`config.mk`:
```
export PLATFORM = sky130hd
export DESIGN_NAME = mem_access_stage
export DESIGN_NICKNAME = d
export VERILOG_FILES = /design/src/rtl/mem_pkg.sv /design/src/rtl/mem_load_align.sv /design/src/rtl/mem_access_stage.sv
export SDC_FILE = /design/constraint.sdc
export NUM_CORES = 1
export LEC_CHECK = 0
export BUFFER_PORTS_ARGS = -buffer_cell sky130_fd_sc_hd__buf_2
export CAP_MARGIN = 15
export CORE_MARGIN = 4
export CORE_UTILIZATION = 45
export DETAILED_ROUTE_END_ITERATION = 12
export PLACE_DENSITY = 0.74
export SKIP_CTS_REPAIR_TIMING = 1
export SYNTH_ARGS = -nofsm -noshare
export SYNTH_HDL_FRONTEND = slang
export SYNTH_SLANG_ARGS = --single-unit
```
`constraint.sdc`:
```
create_clock -name clk -period 5.9 [get_ports clk]
set_input_delay 0.885 -clock clk [delete_from_list [all_inputs] [get_ports clk]]
set_output_delay 0.885 -clock clk [all_outputs]
set_load 0.01 [all_outputs]
```
`src/rtl/mem_pkg.sv`:
```
// Shared constants and types for the data-memory access stage.
package mem_pkg;

   localparam logic [2:0] F3_B  = 3'b000;
   localparam logic [2:0] F3_H  = 3'b001;
   localparam logic [2:0] F3_W  = 3'b010;
   localparam logic [2:0] F3_BU = 3'b100;
   localparam logic [2:0] F3_HU = 3'b101;

   typedef enum logic [1:0] {
      IDLE = 2'd0,
      REQ  = 2'd1,
      DONE = 2'd2
   } state_t;

   // The wait counter must be able to hold the value TIMEOUT itself.
   function automatic int cnt_width(input int timeout);
      return (timeout < 1) ? 1 : $clog2(timeout + 1);
   endfunction

endpackage

```
`src/rtl/mem_load_align.sv`:
```
// Moves the addressed byte/half of a read word down to bit 0 and extends it per funct3.
module mem_load_align
   import mem_pkg::*;
(
   input  logic [31:0] i_rdata,
   input  logic [1:0]  i_lsb,
   input  logic [2:0]  i_funct3,
   output logic [31:0] o_data
);

   logic [31:0] w_shifted;

   assign w_shifted = i_rdata >> {i_lsb, 3'b000};

   // NOTE: o_data gets a value before the case so no path leaves it unassigned (no latch).
   always_comb begin
      o_data = w_shifted;
      case (i_funct3)
         F3_B:    o_data = {{24{w_shifted[7]}}, w_shifted[7:0]};
         F3_H:    o_data = {{16{w_shifted[15]}}, w_shifted[15:0]};
         F3_BU:   o_data = {24'h000000, w_shifted[7:0]};
         F3_HU:   o_data = {16'h0000, w_shifted[15:0]};
         default: o_data = w_shifted;
      endcase
   end

endmodule

```
`src/rtl/mem_access_stage.sv`:
```
// Multi-cycle EX->WB data-memory access: handshaked request, lane steering,
// load extension, and rejection of illegal accesses and bus timeouts.
module mem_access_stage
   import mem_pkg::*;
#(
   parameter int TIMEOUT = 16
) (
   input  logic        clk,
   input  logic        rst,
   input  logic [31:0] ALUResult,
   input  logic [31:0] StoreData,
   input  logic        MemRead,
   input  logic        MemWrite,
   input  logic [2:0]  Funct3,
   output logic [31:0] LoadData,
   output logic        Stall,
   output logic        AccessErr,
   output logic        BusErr,
   output logic        dmem_req,
   output logic        dmem_we,
   output logic [31:0] dmem_addr,
   output logic [31:0] dmem_wdata,
   output logic [3:0]  dmem_be,
   input  logic [31:0] dmem_rdata,
   input  logic        dmem_ready
);

   localparam int            CW      = cnt_width(TIMEOUT);
   localparam logic [CW-1:0] CNT_MAX = CW'(TIMEOUT);

   state_t        r_state;
   state_t        w_next;
   logic [CW-1:0] r_cnt;
   logic [CW-1:0] w_cnt_inc;
   logic          w_timeout;

   logic [31:0] r_addr;
   logic [31:0] r_wdata;
   logic [3:0]  r_be;
   logic        r_we;
   logic [2:0]  r_funct3;
   logic [1:0]  r_lsb;
   logic [31:0] r_load_data;
   logic        r_acc_err;
   logic        r_bus_err;

   logic        w_acc;
   logic        w_illegal;
   logic [3:0]  w_be;
   logic [31:0] w_wdata;
   logic [31:0] w_aligned;

   assign w_acc     = MemRead | MemWrite;
   assign w_cnt_inc = r_cnt + CW'(1);
   assign w_timeout = (w_cnt_inc == CNT_MAX);

   always_comb begin
      w_illegal = 1'b0;
      if (MemRead && MemWrite)
         w_illegal = 1'b1;
      else if (MemRead && (Funct3 == 3'b011 || Funct3[2:1] == 2'b11))
         w_illegal = 1'b1;
      else if (MemWrite && Funct3 >= 3'b011)
         w_illegal = 1'b1;
      if (Funct3[1:0] == 2'b01 && ALUResult[0])
         w_illegal = 1'b1;
      if (Funct3[1:0] == 2'b10 && ALUResult[1:0] != 2'b00)
         w_illegal = 1'b1;
   end

   // Loads always fetch the whole word; stores replicate data onto every lane.
   always_comb begin
      w_be    = 4'b1111;
      w_wdata = 32'h0;
      if (MemWrite) begin
         case (Funct3[1:0])
            2'b00: begin
               w_be    = 4'b0001 << ALUResult[1:0];
               w_wdata = {4{StoreData[7:0]}};
            end
            2'b01: begin
               w_be    = ALUResult[1] ? 4'b1100 : 4'b0011;
               w_wdata = {2{StoreData[15:0]}};
            end
            default: w_wdata = StoreData;
         endcase
      end
   end

   mem_load_align u_align (
      .i_rdata  (dmem_rdata),
      .i_lsb    (r_lsb),
      .i_funct3 (r_funct3),
      .o_data   (w_aligned)
   );

   always_comb begin
      w_next = r_state;
      Stall  = 1'b0;
      case (r_state)
         IDLE: begin
            Stall = w_acc;
            if (w_acc)
               w_next = w_illegal ? DONE : REQ;
         end
         REQ: begin
            Stall = 1'b1;
            if (dmem_ready || w_timeout)
               w_next = DONE;
         end
         DONE:    w_next = IDLE;
         default: w_next = IDLE;
      endcase
   end

   // NOTE: sequential state uses <= so every register samples pre-edge values.
   always_ff @(posedge clk or posedge rst) begin
      if (rst)
         r_state <= IDLE;
      else
         r_state <= w_next;
   end

   always_ff @(posedge clk or posedge rst) begin
      if (rst) begin
         r_cnt       <= '0;
         r_addr      <= 32'h0;
         r_wdata     <= 32'h0;
         r_be        <= 4'h0;
         r_we        <= 1'b0;
         r_funct3    <= 3'b000;
         r_lsb       <= 2'b00;
         r_load_data <= 32'h0;
         r_acc_err   <= 1'b0;
         r_bus_err   <= 1'b0;
      end else begin
         r_acc_err <= 1'b0;
         r_bus_err <= 1'b0;
         case (r_state)
            IDLE: begin
               if (w_acc) begin
                  if (w_illegal) begin
                     r_acc_err <= 1'b1;
                  end else begin
                     r_addr   <= {ALUResult[31:2], 2'b00};
                     r_we     <= MemWrite;
                     r_be     <= w_be;
                     r_wdata  <= w_wdata;
                     r_funct3 <= Funct3;
                     r_lsb    <= ALUResult[1:0];
                     r_cnt    <= '0;
                  end
               end
            end
            REQ: begin
               // Ready wins over a timeout landing in the same cycle.
               if (dmem_ready) begin
                  if (!r_we)
                     r_load_data <= w_aligned;
               end else begin
                  r_cnt <= w_cnt_inc;
                  if (w_timeout) begin
                     r_bus_err <= 1'b1;
                     if (!r_we)
                        r_load_data <= 32'h0;
                  end
               end
            end
            default: ;
         endcase
      end
   end

   assign dmem_req   = (r_state == REQ);
   assign dmem_we    = r_we & dmem_req;
   assign dmem_addr  = r_addr;
   assign dmem_wdata = r_wdata;
   assign dmem_be    = r_be;
   assign LoadData   = r_load_data;
   assign AccessErr  = r_acc_err;
   assign BusErr     = r_bus_err;

endmodule

```
==> results of run 1 <==
[worst min-delay path by stage]
stage | start | end | depth (start not counted)
2_1_floorplan | r_we$_DFFE_PP0P_ | r_we$_DFFE_PP0P_ | 1
3_3_place_gp | LoadData[0]$_DFFE_PP0P_ | LoadData[0]$_DFFE_PP0P_ | 1
3_5_place_dp | LoadData[3]$_DFFE_PP0P_ | LoadData[3]$_DFFE_PP0P_ | 1
4_1_cts | LoadData[3]$_DFFE_PP0P_ | LoadData[3]$_DFFE_PP0P_ | 1
5_1_grt | LoadData[1]$_DFFE_PP0P_ | LoadData[1]$_DFFE_PP0P_ | 1
6_report | LoadData[3]$_DFFE_PP0P_ | LoadData[3]$_DFFE_PP0P_ | 1
[state kept, by name, summed over array words and instances (netlist names), 2 cells and up]
| signal | flops |
|---|---|
| LoadData | 32 |
| dmem_wdata | 32 |
| dmem_addr | 30 |
| r_cnt | 5 |
| dmem_be | 4 |
| r_funct3 | 3 |
| r_lsb | 2 |
| r_state | 2 |
[stage by stage]
step                hold WS (ns)  std cells
floorplan                  0.486        432
global placement           0.458        752
detailed placement         0.460        752
CTS                        0.472        784
global route               0.477        784
finish                     0.471        784
[layout make-up]
type                       count  area (um2)  share of cell area (%)
clock inverter                 4        45.0                   0.643
inverter                       8        32.5                   0.464
timing repair buffer         210        1060                    15.1
multi-input combinational    278        2320                    33.2
sequential                   113        2830                    40.4
tap                          143         179                    2.55
clock buffer                  28         537                    7.66
[kinds of logic (layout without fill, tap and decap cells)]
group           Yosys count  count (layout)  synth area share (%)
xor+xnor                  2               2                 0.327
buf+inv                  41             250                  3.95
flops                   113             113                  52.8
simple gates             65              65                  7.05
compound gates          125             125                  18.6
fa+ha+maj                 1               1                 0.233
other cells               1               2                0.0700
mux                      83              83                  17.0
[cell usage in the layout, fill, tap and decap left out, drive strengths merged, types with 2 or more instances in the layout]
master and n:
nor2b 4, dfrtp 113, a21oi 13, mux2 43
nand2 23, buf 210, o22ai 2, or3 3
a21o 10, o21ai 23, a221o 16, clkbuf 28
mux2i 39, nor3b 2, nand3b 8, nor3 4
o2bb2ai 24, conb 2, o32a 4, nor2 10
a22o 16, nand3 3, inv 8, clkinv 3
o2111a 7
[power by group through the flow]
stage               sequential [mW]  combinational [mW]  clock [mW]
floorplan                      1.46               0.657           0
global placement               1.36                1.24           0
detailed placement             1.36                1.28           0
CTS                            1.36                1.28        1.00
global route                   1.40                1.38        1.05
finish                         1.36                1.27       0.988
[worst max-delay path, cell delays in order, from the launching register on]
cell and delay [ns]:
sky130_fd_sc_hd__dfrtp_1 0.47, sky130_fd_sc_hd__nor3b_2 0.71, sky130_fd_sc_hd__nand2_2 0.30, sky130_fd_sc_hd__o21a_1 0.57
sky130_fd_sc_hd__a221o_1 0.51
[layer usage]
metal  track usage [%]  vias to the layer above  wire length, um
li1                  -                     2027                -
met2              34.7                      163             7130
met5                 0                        -                0
met4              8.64                        0              258
met3              6.58                       20              944
met1              26.3                     2151             5890
==> out/metrics.cfg, run 1 <==
[drt]
vias_per_cell = 5.56
detailroute.via_count = 4361
drt-total-wl_mm = 14.2
drt-initial-drc-count = 302
route.detailed.drc = 0
ant_nets = 0
drt_pass1_iterations = 5
wire_per_inst_um = 18.1

[hold_path]
hold_path.class = reg2reg

[clock_tree]
cts-root-to-sink-buffers = 2
h-tree-depth = 4
clock_tree_from_tritoncts = done
worstSkewPairLatency_ns = 0.41
cts_root_buffer = sky130_fd_sc_hd__clkbuf_16
cts_num_sinks = 113
cts_buffers = 17
worst_setup_hold_path_clk_slew_ns = 0.05

[yosys]
syn_area_um2 = 5360
ys_async_sr_fraction_pct = 100
yosysTopAreaCellShare_pct = 52.8
syn-instance-count = 431
synth_edf_count = 0
synth_warn = 0
synthDistinctLibCells = 54
yosysTopAreaCell = sky130_fd_sc_hd__dfrtp_1
synth-seq-area-share_pct = 52.8
synth_seq_cells = 113
ys_top_cells_by_area = sky130_fd_sc_hd__dfrtp_1, sky130_fd_sc_hd__mux2i_1, sky130_fd_sc_hd__mux2_1
postSynth.topFlopCell = sky130_fd_sc_hd__dfrtp_1
yosys.cell_count.top_type = sky130_fd_sc_hd__dfrtp_1
postSynthAreaPerCell_um2 = 12.4
list_of_most_frequent_post_synthesis_cells = sky130_fd_sc_hd__dfrtp_1, sky130_fd_sc_hd__mux2i_1, sky130_fd_sc_hd__o2bb2ai_1

[timing]
setup_viol = 0
actual_slew_at_the_worst_max_slew_pin_ns = 1.10
final.setup.worst_slack_ns = 3.21
highest_clock_rate_ghz = 0.371
finalCritPeriodShare_pct = 45.6
finClkSkew_ns = 0.00738
finalHoldViolations = 0
grt_setup_unrepaired = no
relSlewSlack_pct = 26.9
finalWorstPathRequiredPeriod_ns = 2.69
final.setup.tns_ns = 0
slew_viol_final = 0

[placed_design]
port_buffer_count = 206
dp_worst_setup_slack_ns = 2.79
gp_congestion = 0.864
post-dp-hpwl_mm = 10.3
post_dp_cell_area_um2 = 6420

[setup_path]
worstSetupEndpoint = LoadData[19]$_DFFE_PP0P_
worst_setup_path_startpoint = r_state[1]$_DFFE_PP0P_
worstPathRequired_ns = 6.18
worst-setup-path-type = reg2reg
critical_path.max_fanout = 32
regToRegEndpoint = LoadData[19]$_DFFE_PP0P_
ff2ff_setup_slack_ns = 3.21
number_of_cells_traversed_by_the_worst_register_to_register_path = 4
critical_path.endpoint_type = flop
regToRegStartpoint = r_state[1]$_DFFE_PP0P_
setup.worst_path.start_class = flop
timing.critical_path.arrival_ns = 2.98

[cells_and_area]
final_design_area_no_fill_um2 = 7000
finalCoreUtilization_pct = 60.8
syn2layout_area_growth_pct = 30.7
fill_cells = 932
num_antenna_cells = 0
fraction_of_final_layout_cells_sized_beyond_drive_strength_1_pct = 42.1
finish.net_count = 733

[global_route]
number_of_global_route_vias_before_repair = 4499
track_usage_pct = 21.2
global_route.overflow_total = 0
largest_net_degree_at_the_start_of_global_routing = 77
grt_first_pass_wirelength_mm = 22.4
grt_antenna_before_repair = 0

[job]
total_of_max_cap_violations = 0

[floorplanning]
die_width_um = 117
io_pins = 209
floorplan.initialDensity_pct = 46.5
die_outline_height_um = 117
core_area_um2 = 11500
std_cell_rows = 39
die-area_um2 = 13700

[power]
switching_share_pct = 33.5
vdd.ir_drop.worst_mv = 0.244
seqPwrFrac_pct = 37.6
share_clk_of_total_power_pct = 27.4
static_leakage_nw = 3.54
report.power.total_mw = 3.61
power_report.internal_total_mw = 2.40
power.combinational.fraction_pct = 35.1
powerDensity_nw_per_um2 = 515
net-switching-power_mw = 1.21

[status]
outcome = finished, final reports clean

Power figures use the tool's default switching activity.
==> run 2: changes to the inputs <==
--- a/config.mk
+++ b/config.mk
@@ -5,12 +5,13 @@
 export SDC_FILE = /design/constraint.sdc
 export NUM_CORES = 1
 export LEC_CHECK = 0
+export ABC_AREA = 1
 export BUFFER_PORTS_ARGS = -buffer_cell sky130_fd_sc_hd__buf_2
 export CAP_MARGIN = 15
 export CORE_MARGIN = 4
 export CORE_UTILIZATION = 45
 export DETAILED_ROUTE_END_ITERATION = 12
-export PLACE_DENSITY = 0.74
+export PLACE_DENSITY = 0.73
 export SKIP_CTS_REPAIR_TIMING = 1
 export SYNTH_ARGS = -nofsm -noshare
 export SYNTH_HDL_FRONTEND = slang
==> constraint.sdc (replaced) <==
create_clock -name clk -period 2.6 [get_ports clk]
set_input_delay 0.39 -clock clk [delete_from_list [all_inputs] [get_ports clk]]
set_output_delay 0.39 -clock clk [all_outputs]
set_load 0.01 [all_outputs]
==> run 2 against run 1 <==
Maximum frequency rose by 35%. Routed wire length grew 16%. Setup slack lost 2.6 ns. Clock skew increased by 0.0036 ns. Critical path depth up 1. Total power rose by 150%. Critical endpoint is now dmem_wdata[24]$_DFFE_PP0P_. Largest cell class unchanged.
==> out/metrics.cfg, run 2 <==
[yosys]
yosysTopAreaCellShare_pct = 50.7
postSynth.topFlopCell = sky130_fd_sc_hd__dfrtp_1
ys_top_cells_by_area = sky130_fd_sc_hd__dfrtp_1, sky130_fd_sc_hd__nand2_1, sky130_fd_sc_hd__nand3_1
list_of_most_frequent_post_synthesis_cells = sky130_fd_sc_hd__nand2_1, sky130_fd_sc_hd__dfrtp_1, sky130_fd_sc_hd__nand3_1
syn-instance-count = 718
syn_area_um2 = 5580
synth-seq-area-share_pct = 50.7
yosys.cell_count.top_type = sky130_fd_sc_hd__nand2_1
synth_warn = 0
synth_seq_cells = 113
postSynthAreaPerCell_um2 = 7.77
synthDistinctLibCells = 28
ys_async_sr_fraction_pct = 100
yosysTopAreaCell = sky130_fd_sc_hd__dfrtp_1
synth_edf_count = 0

[timing]
relSlewSlack_pct = 54.2
final.setup.tns_ns = 0
finClkSkew_ns = 0.0110
grt_setup_unrepaired = no
finalWorstPathRequiredPeriod_ns = 1.99
slew_viol_final = 0
actual_slew_at_the_worst_max_slew_pin_ns = 0.684
hold_ws_ns = 0.200
final.setup.worst_slack_ns = 0.610
highest_clock_rate_ghz = 0.503
finalHoldViolations = 0
finalCritPeriodShare_pct = 76.5
setup_viol = 0

[floorplanning]
core_area_um2 = 12100
die_outline_height_um = 119
die_width_um = 119
die-area_um2 = 14200
floorplan.initialDensity_pct = 46.3
io_pins = 209
std_cell_rows = 40

[drt]
drt-total-wl_mm = 16.5
drt_pass1_iterations = 5
drt-initial-drc-count = 492
vias_per_cell = 5.13
ant_nets = 0
wire_per_inst_um = 15.1
highest_layer = met4
met3_wire_len_mm = 1.62
detailroute.via_count = 5589
m1WireLength_mm = 6.99
met2_length_mm = 7.64
route.detailed.drc = 0

[setup_path]
worst-setup-path-type = reg2reg
setup.worst_path.start_class = flop
critical_path.max_fanout = 23
ff2ff_setup_slack_ns = 0.61
cpMaxStageDelayCell = sky130_fd_sc_hd__nor2_1
critical_path.endpoint_type = flop
regToRegEndpoint = dmem_wdata[24]$_DFFE_PP0P_
worst_setup_path_startpoint = r_state[1]$_DFFE_PP0P_
cell_repeated_most_along_the_worst_path = sky130_fd_sc_hd__nor2_1
worstSetupEndpoint = dmem_wdata[24]$_DFFE_PP0P_
worstPathRequired_ns = 2.92
timing.critical_path.arrival_ns = 2.31
max_stage_delay_ns = 0.53
regToRegStartpoint = r_state[1]$_DFFE_PP0P_
number_of_cells_traversed_by_the_worst_register_to_register_path = 5
path_cells = nor2_1 > inv_1 > nor2_1 > nand2_2 > o21ai_1

[clock_tree]
cts_root_buffer = sky130_fd_sc_hd__clkbuf_16
cts-root-to-sink-buffers = 2
cts_num_sinks = 113
worst_setup_hold_path_clk_slew_ns = 0.06
h-tree-depth = 4
cts_buffers = 17
clock_tree_from_tritoncts = done
worstSkewPairLatency_ns = 0.41

[cells_and_area]
fraction_of_final_layout_cells_sized_beyond_drive_strength_1_pct = 29.4
syn2layout_area_growth_pct = 32.2
fill_cells = 1125
layout_commonest_cell = sky130_fd_sc_hd__nand2_1
most-common-layout-cells = sky130_fd_sc_hd__nand2_1, sky130_fd_sc_hd__buf_2, sky130_fd_sc_hd__dfrtp_1, sky130_fd_sc_hd__nand3_1, sky130_fd_sc_hd__o21ai_1
finish.net_count = 1015
num_antenna_cells = 0

[global_route]
grt_first_pass_wirelength_mm = 26.7
global_route.overflow_total = 0
largest_net_degree_at_the_start_of_global_routing = 99
track_usage_pct = 23.5
grt_antenna_before_repair = 0
number_of_global_route_vias_before_repair = 5467

[placed_design]
gp_congestion = 0.921
dp_worst_setup_slack_ns = 0.357
port_buffer_count = 206
post-dp-hpwl_mm = 11.8

[power]
vdd.ir_drop.worst_mv = 0.551
static_leakage_nw = 4.06
report.power.total_mw = 8.91
powerDensity_nw_per_um2 = 1210

[hold_path]
hold_path.class = in2reg

[status]
outcome = finished, final reports clean

[job]
total_of_max_cap_violations = 0

-- run 2: cell type report --
cell class	instances	area, um2	area share, %
tap	168	210	2.85
inverter	22	86.3	1.17
sequential	113	2830	38.3
timing repair buffer	220	1180	15.9
multi-input combinational	536	2440	33.1
clock inverter	9	154	2.09
clock buffer	22	484	6.56
-- run 2: power breakdown --
group          internal, mW  switching (mW)  leakage [nW]
registers              2.54           0.521          1.45
logic                  1.28            2.09          2.30
clock network          1.70           0.791         0.308
total                  5.51            3.40          4.06
-- run 2: worst min path at each step --
| stage | startpoint | end | depth (start not counted) |
|---|---|---|---|
| global placement | rst | dmem_wdata[29]$_DFFE_PP0P_ | 2 |
| global route | ALUResult[25] | dmem_addr[25]$_DFFE_PP0P_ | 3 |
| finish | ALUResult[14] | dmem_addr[14]$_DFFE_PP0P_ | 3 |
| floorplan | r_funct3[0]$_DFFE_PP0P_ | r_funct3[0]$_DFFE_PP0P_ | 2 |
| detailed placement | rst | dmem_wdata[29]$_DFFE_PP0P_ | 2 |
| CTS | rst | LoadData[12]$_DFFE_PP0P_ | 2 |
-- run 2: cells by family (layout without fill, tap and decap cells) --
logic type | count (synthesis) | after routing | share of synthesized area, %
and+or+nand+nor | 394 | 394 | 29.4
other | 1 | 2 | 0.0672
DFF | 113 | 113 | 50.7
muxes | 6 | 6 | 1.08
adders and majority gates | 1 | 1 | 0.224
AOI/OAI and AO/OA | 133 | 133 | 12.9
buffers and inverters | 70 | 273 | 5.72
-- run 2: per-stage QoR --
stage / cell area [um2] / utilization, % / std cells
floorplan: 5590 / - / 719
global placement: 6730 / 55.8 / 1058
detailed placement: 6730 / 55.8 / 1058
CTS: 7370 / 61.1 / 1089
global route: 7380 / 61.2 / 1090
finish: 7380 / 61.2 / 1090
-- run 2: metal layers --
layer  vias up  GRT usage [%]
met1      2565           29.9
met5         -              0
met4         0           7.44
met3        20           8.78
li1       2720              -
met2       284           37.3
-- run 2: worst max-delay path, delay by kind of cell, from the launching register on --
kind,cells,cell delay [ns]
AO/OA/AOI/OAI,1,0.27
buffers and inverters,1,0.10
flip-flops,1,0.39
AND/OR/NAND/NOR,3,1.12
